<file path="src/rtl/tx_rrc_shaper_if.sv">
// Symbol-in / sample-out port bundle of the transmit pulse shaper.
// The master is the symbol source and sample sink; the slave is the shaper.
interface tx_rrc_shaper_if #(
   parameter int DATA_NBITS = 8
) ();
   logic                         tx_in;
   logic                         tx_valid;
   logic                         tx_ready;
   logic signed [DATA_NBITS-1:0] tx_out;
   logic                         tx_out_valid;
   logic                         tx_underrun;

   modport master (
      output tx_in, tx_valid,
      input  tx_ready, tx_out, tx_out_valid, tx_underrun
   );

   modport slave (
      input  tx_in, tx_valid,
      output tx_ready, tx_out, tx_out_valid, tx_underrun
   );
endinterface

</file>
<file path="src/rtl/tx_rrc_shaper.sv">
// One-rail QPSK pulse shaper: bit -> +/-1, zero-stuffed by UPSAMPLE, shaped by a
// multiplier-free transposed FIR and saturated to S(DATA_NBITS,COEF_FBITS).
module tx_rrc_shaper #(
   parameter int                          UPSAMPLE   = 4,
   parameter int                          NCOEF      = 24,
   parameter int                          COEF_NBITS = 8,
   parameter int                          COEF_FBITS = 7,
   parameter int                          DATA_NBITS = 8,
   parameter logic [NCOEF*COEF_NBITS-1:0] COEF       = '0
) (
   input  logic           clk,
   input  logic           rst,
   input  logic           enable,
   tx_rrc_shaper_if.slave tx
);
   localparam int ACC_NBITS = COEF_NBITS + $clog2(NCOEF);
   localparam int SUM_NBITS = ((ACC_NBITS > DATA_NBITS) ? ACC_NBITS : DATA_NBITS) + 1;
   localparam int PH_NBITS  = (UPSAMPLE > 1) ? $clog2(UPSAMPLE) : 1;
   localparam logic [PH_NBITS-1:0]         PH_LAST = PH_NBITS'(UPSAMPLE - 1);
   localparam logic signed [SUM_NBITS-1:0] OUT_MAX = SUM_NBITS'((2 ** (DATA_NBITS - 1)) - 1);
   localparam logic signed [SUM_NBITS-1:0] OUT_MIN = ~OUT_MAX;

   if (COEF_FBITS >= COEF_NBITS || DATA_NBITS < COEF_NBITS || NCOEF < 2) begin : g_param_check
      $error("tx_rrc_shaper: unsupported parameter set");
   end

   logic [PH_NBITS-1:0]          ph_reg;
   logic signed [COEF_NBITS-1:0] coef_init [NCOEF];
   logic signed [COEF_NBITS-1:0] coef_reg  [NCOEF];
   logic signed [ACC_NBITS-1:0]  prod      [NCOEF];
   logic signed [ACC_NBITS-1:0]  acc_reg   [1:NCOEF-1];
   logic signed [ACC_NBITS-1:0]  y_acc;
   logic signed [SUM_NBITS-1:0]  y_wide;
   logic signed [DATA_NBITS-1:0] y_sat;
   logic signed [DATA_NBITS-1:0] out_reg;
   logic                         out_valid_reg;
   logic                         underrun_reg;
   logic                         slot;
   logic                         x_pos;
   logic                         x_neg;

   // Tap 0 sits in the most significant slice of COEF.
   for (genvar gi = 0; gi < NCOEF; gi++) begin : g_tap
      assign coef_init[gi] = COEF[(NCOEF-1-gi)*COEF_NBITS +: COEF_NBITS];
      assign prod[gi] = x_pos ? ACC_NBITS'(coef_reg[gi]) :
                        x_neg ? -ACC_NBITS'(coef_reg[gi]) : '0;
   end

   assign slot        = (ph_reg == '0);
   assign tx.tx_ready = enable & slot & ~rst;
   assign x_pos       = tx.tx_ready & tx.tx_valid & tx.tx_in;
   assign x_neg       = tx.tx_ready & tx.tx_valid & ~tx.tx_in;

   assign y_acc  = prod[0] + acc_reg[1];
   assign y_wide = SUM_NBITS'(y_acc);

   always_comb begin
      y_sat = y_wide[DATA_NBITS-1:0];
      if (y_wide > OUT_MAX) begin
         y_sat = OUT_MAX[DATA_NBITS-1:0];
      end else if (y_wide < OUT_MIN) begin
         y_sat = OUT_MIN[DATA_NBITS-1:0];
      end
   end

   // The output register takes the sample computed from the impulse applied on the same edge.
   always_ff @(posedge clk) begin
      if (rst) begin
         ph_reg        <= '0;
         out_reg       <= '0;
         out_valid_reg <= 1'b0;
         underrun_reg  <= 1'b0;
         for (int i = 0; i < NCOEF; i++) begin
            coef_reg[i] <= coef_init[i];
         end
         for (int i = 1; i < NCOEF; i++) begin
            acc_reg[i] <= '0;
         end
      end else begin
         out_valid_reg <= enable;
         underrun_reg  <= enable & slot & ~tx.tx_valid;
         if (enable) begin
            ph_reg  <= (ph_reg == PH_LAST) ? '0 : ph_reg + PH_NBITS'(1);
            out_reg <= y_sat;
            for (int i = 1; i < NCOEF - 1; i++) begin
               acc_reg[i] <= acc_reg[i+1] + prod[i];
            end
            acc_reg[NCOEF-1] <= prod[NCOEF-1];
         end
      end
   end

   assign tx.tx_out       = out_reg;
   assign tx.tx_out_valid = out_valid_reg;
   assign tx.tx_underrun  = underrun_reg;
endmodule

</file>
<file path="src/flat_wrapper.sv">
// flat-port wrapper written by rule: the top's interface ports become plain ports
module tx_rrc_shaper_flat 
#(
   parameter int                          UPSAMPLE   = 4,
   parameter int                          NCOEF      = 24,
   parameter int                          COEF_NBITS = 8,
   parameter int                          COEF_FBITS = 7,
   parameter int                          DATA_NBITS = 8,
   parameter logic [NCOEF*COEF_NBITS-1:0] COEF       = '0
)
  (clk, rst, enable, tx_tx_in, tx_tx_valid, tx_tx_ready, tx_tx_out, tx_tx_out_valid, tx_tx_underrun);
  tx_rrc_shaper_if #(.DATA_NBITS(DATA_NBITS)) tx_i ();
  input  logic clk;
  input  logic rst;
  input  logic enable;
  input wire logic [$bits(tx_i.tx_in)-1:0] tx_tx_in;
  input wire logic [$bits(tx_i.tx_valid)-1:0] tx_tx_valid;
  output wire logic [$bits(tx_i.tx_ready)-1:0] tx_tx_ready;
  output wire logic [$bits(tx_i.tx_out)-1:0] tx_tx_out;
  output wire logic [$bits(tx_i.tx_out_valid)-1:0] tx_tx_out_valid;
  output wire logic [$bits(tx_i.tx_underrun)-1:0] tx_tx_underrun;
  assign tx_i.tx_in = tx_tx_in;
  assign tx_i.tx_valid = tx_tx_valid;
  assign tx_tx_ready = tx_i.tx_ready;
  assign tx_tx_out = tx_i.tx_out;
  assign tx_tx_out_valid = tx_i.tx_out_valid;
  assign tx_tx_underrun = tx_i.tx_underrun;
  tx_rrc_shaper #(.UPSAMPLE(UPSAMPLE), .NCOEF(NCOEF), .COEF_NBITS(COEF_NBITS), .COEF_FBITS(COEF_FBITS), .DATA_NBITS(DATA_NBITS), .COEF(COEF)) u_core (.clk(clk), .rst(rst), .enable(enable), .tx(tx_i));
endmodule
</file>
<file path="config.mk">
export PLATFORM = sky130hd
export DESIGN_NAME = tx_rrc_shaper_flat
export DESIGN_NICKNAME = d
export VERILOG_FILES = /design/src/rtl/tx_rrc_shaper_if.sv /design/src/rtl/tx_rrc_shaper.sv /design/src/flat_wrapper.sv
export SDC_FILE = /design/constraint.sdc
export NUM_CORES = 1
export LEC_CHECK = 0
export ABC_AREA = 1
export CAP_MARGIN = 20
export CORE_AREA = 4 4 41 43
export DETAILED_ROUTE_END_ITERATION = 7
export DIE_AREA = 0 0 45 47
export SLEW_MARGIN = 20
export SYNTH_ARGS = -nofsm -noshare
export SYNTH_HDL_FRONTEND = slang
export SYNTH_SLANG_ARGS = --single-unit
</file>
<file path="constraint.sdc">
create_clock -name clk -period 1.3 [get_ports clk]
set_input_delay 0.13 -clock clk [delete_from_list [all_inputs] [get_ports clk]]
set_output_delay 0.13 -clock clk [all_outputs]
set_load 0.01 [all_outputs]
</file>
==> flow_summary_export.csv, run 1 <==
group,metric,value,unit
outcome,outcome,"complete, no violations",
sta,setup_viol,0,
sta,hold_viol,0,
placed_design,dp.cells,56,
routing,drc_errors,0,
routing,wire_per_inst,6.66,um
routing,first_pass_iters,2,
floorplanning,core-area,0.00130,mm2
sta,max_freq,847,MHz
global_routing,grt_remaining_overflow,0,
critical_path,required,1.17,ns
sta,post-route-period-util,90.8,%
pwr,vdd_drop_max,348,uV
critical_path,cp_slowest_cell,"clkdlybuf4s50_1",
cells_and_area,final_common_cell,"conb_1",
pwr,p_leak,0.178,nW
synth,ys.warnings.count,0,
global_routing,antenna_found_initial,0,
hold_path,worst_hold_path_type,"in2reg",
cells_and_area,syn_to_final_growth,42.1,%
sta,drv_slew,0,
cells_and_area,antenna_cells,0,
routing,viasPerCell,3.27,
synth,syn-instance-count,31,
critical_path,crit_type,"reg2out",
global_routing,busiest_layer,"met2",
floorplanning,num_rows,13,
floorplanning,dieWidth,45,um
placed_design,dp_slack,-0.143,ns
cells_and_area,largest_reg_flops,2,
synth,ys_seq_area_share,33.7,%
critical_path,r2r_setup_slack,0.38,ns
sta,period_needed,1.18,ns
routing,ant_nets,0,
critical_path,worstPathCellList,"clkdlybuf4s50_1",
cts,cts.sinks,4,
cells_and_area,fin_util,26.0,%
sta,setup_ws,0.119,ns
synth,synth-compound-area-share,4.21,%
placed_design,io_buffers,6,
critical_path,path_buf_inv,1,
synth,synth_seq_cells,4,
cells_and_area,fin_nets,53,
cells_and_area,layout.cells.non_filler,59,
cells_and_area,finalInstanceArea,338,um2
placed_design,placed_cell_area,320,um2
global_routing,grt_max_degree,5,
sta,whs,0.451,ns
placed_design,place_congestion,0.620,
synth,synth_simple_gate_area_share,16.8,%
critical_path,critical_path.top_delay_family,"buffers and inverters",
cts,clk_latency,0.23,ns
synth,synthMuxAreaShare,0,%
global_routing,met2_usage,6.21,%
floorplanning,ioPinCount,16,
critical_path,start_kind,"flop",
pwr,power_density,1060,mW/mm2
cts,clk_pin_slew_worst_paths,0.04,ns
critical_path,crit_fanout,1,
floorplanning,die_y,47,um
floorplanning,initial_core_util,18.3,%
cts,htree_levels,1,
synth,synthesis.area,238,um2
cts,cts_buffer_depth,2,
critical_path,arrival,1.05,ns
critical_path,slowest_delay,0.52,ns
cells_and_area,multiInputGateArea,105,um2
synth,synth_xor_area_share,0,%
global_routing,grt_use_total,4.82,%
routing,drtIter0Drc,1,
global_routing,grt_pass1_vias,169,
global_routing,grt_pass1_wl,662,um
floorplanning,die-area,0.00212,mm2
sta,rsz0062_at_grt,"no",
cells_and_area,filler_cell_count,155,
global_routing,grt_use_met3,5.75,%
cells_and_area,drive_gt1_share,22.7,%
synth,synth_top_family_by_area,"buffers and inverters",
critical_path,end_kind,"output port",
cells_and_area,layout_common_cells,"conb_1 (8), inv_1 (5), clkdlybuf4s50_1 (5), buf_4 (5)",
routing,routed_wl,393,um
sta,fin_skew,0.00467,ns
synth,syn_area_per_cell,7.67,um2
synth,yosysUniqueCellTypes,10,
cts,cts_tree,"yes",
cts,root_buffer,"clkbuf_4",
cts,cts-buffers-inserted,3,
cells_and_area,seqCellArea,80.1,um2
global_routing,met1_usage,4.78,%
routing,vias,193,
synth,synthAdderAreaFrac,10.5,%
cts,post_cts_buffers,0,
flow_run,max_cap_violations,0,
==> worst paths after layout <==
path,startpoint,endpoint,cells past startpoint
setup / recovery,u_core.tx.tx_underrun,tx_tx_underrun,1
hold / removal,tx_tx_valid,u_core.tx.tx_underrun,2
setup reg to reg,u_core.ph_reg[0],u_core.ph_reg[1],4
hold reg to reg,u_core.ph_reg[0],u_core.ph_reg[0],2
==> layer usage <==
layer	vias up	wire length [um]	share of wire (%)
li1	101	-	-
met1	78	140	36
met2	14	175	45
met3	0	77	20
met4	0	0	0
met5	-	0	0
==> cell type report <==
type,instances,share of cell area (%)
Multi-Input combinational cell,21,31.1
Timing Repair Buffer,11,27.4
Clock buffer,3,6.67
Tap cell,15,5.56
Inverter,5,5.56
Sequential cell,4,23.7
==> Yosys cell counts <==
| master | instances | area [um2] |
|---|---|---|
| conb_1 | 1 | 3.75 |
| ha_1 | 2 | 25.0 |
| buf_4 | 8 | 60.1 |
| nor3_2 | 1 | 10.0 |
| inv_1 | 5 | 18.8 |
| nand2_1 | 4 | 15.0 |
| nor2_1 | 4 | 15.0 |
| a21oi_1 | 1 | 5.00 |
| o21ai_0 | 1 | 5.00 |
| dfxtp_1 | 4 | 80.1 |
==> power by group <==
| group | switching [mW] | total [mW] | internal (mW) |
|---|---|---|---|
| sequential | 0.00311 | 0.135 | 0.132 |
| clock | 0.0488 | 0.152 | 0.103 |
| combinational | 0.0362 | 0.0728 | 0.0366 |
==> through the flow <==
step / power (mW) / setup TNS (ns)
floorplan: 0.188 / 0
finish: 0.360 / 0
detailed placement: 0.212 / -0.143
global placement: 0.211 / -0.149
CTS: 0.370 / 0
global route: 0.389 / 0
==> cells by family after synthesis <==
family	after synthesis
adders and majority gates	2
buffers and inverters	13
AOI/OAI and AO/OA	2
DFF	4
and+or+nand+nor	9
other	1
==> repair_timing <==
action / CTS / global route
hold buffers: 0 / 0
pin swaps: 0 / 0
setup endpoints to repair: 1 / 1
cloned: 0 / 0
resized for setup: 2 / 1
(Power assumes the default switching activity.)
==> inputs of run 2 (changes only) <==
--- a/config.mk
+++ b/config.mk
@@ -8,6 +8,7 @@
 export ABC_AREA = 1
 export CAP_MARGIN = 20
 export CORE_AREA = 4 4 41 43
+export CTS_CLUSTER_DIAMETER = 30
 export DETAILED_ROUTE_END_ITERATION = 7
 export DIE_AREA = 0 0 45 47
 export SLEW_MARGIN = 20
==> results of run 2 <==
No change in the layout: final DEF, timing and power equal those of run 1.
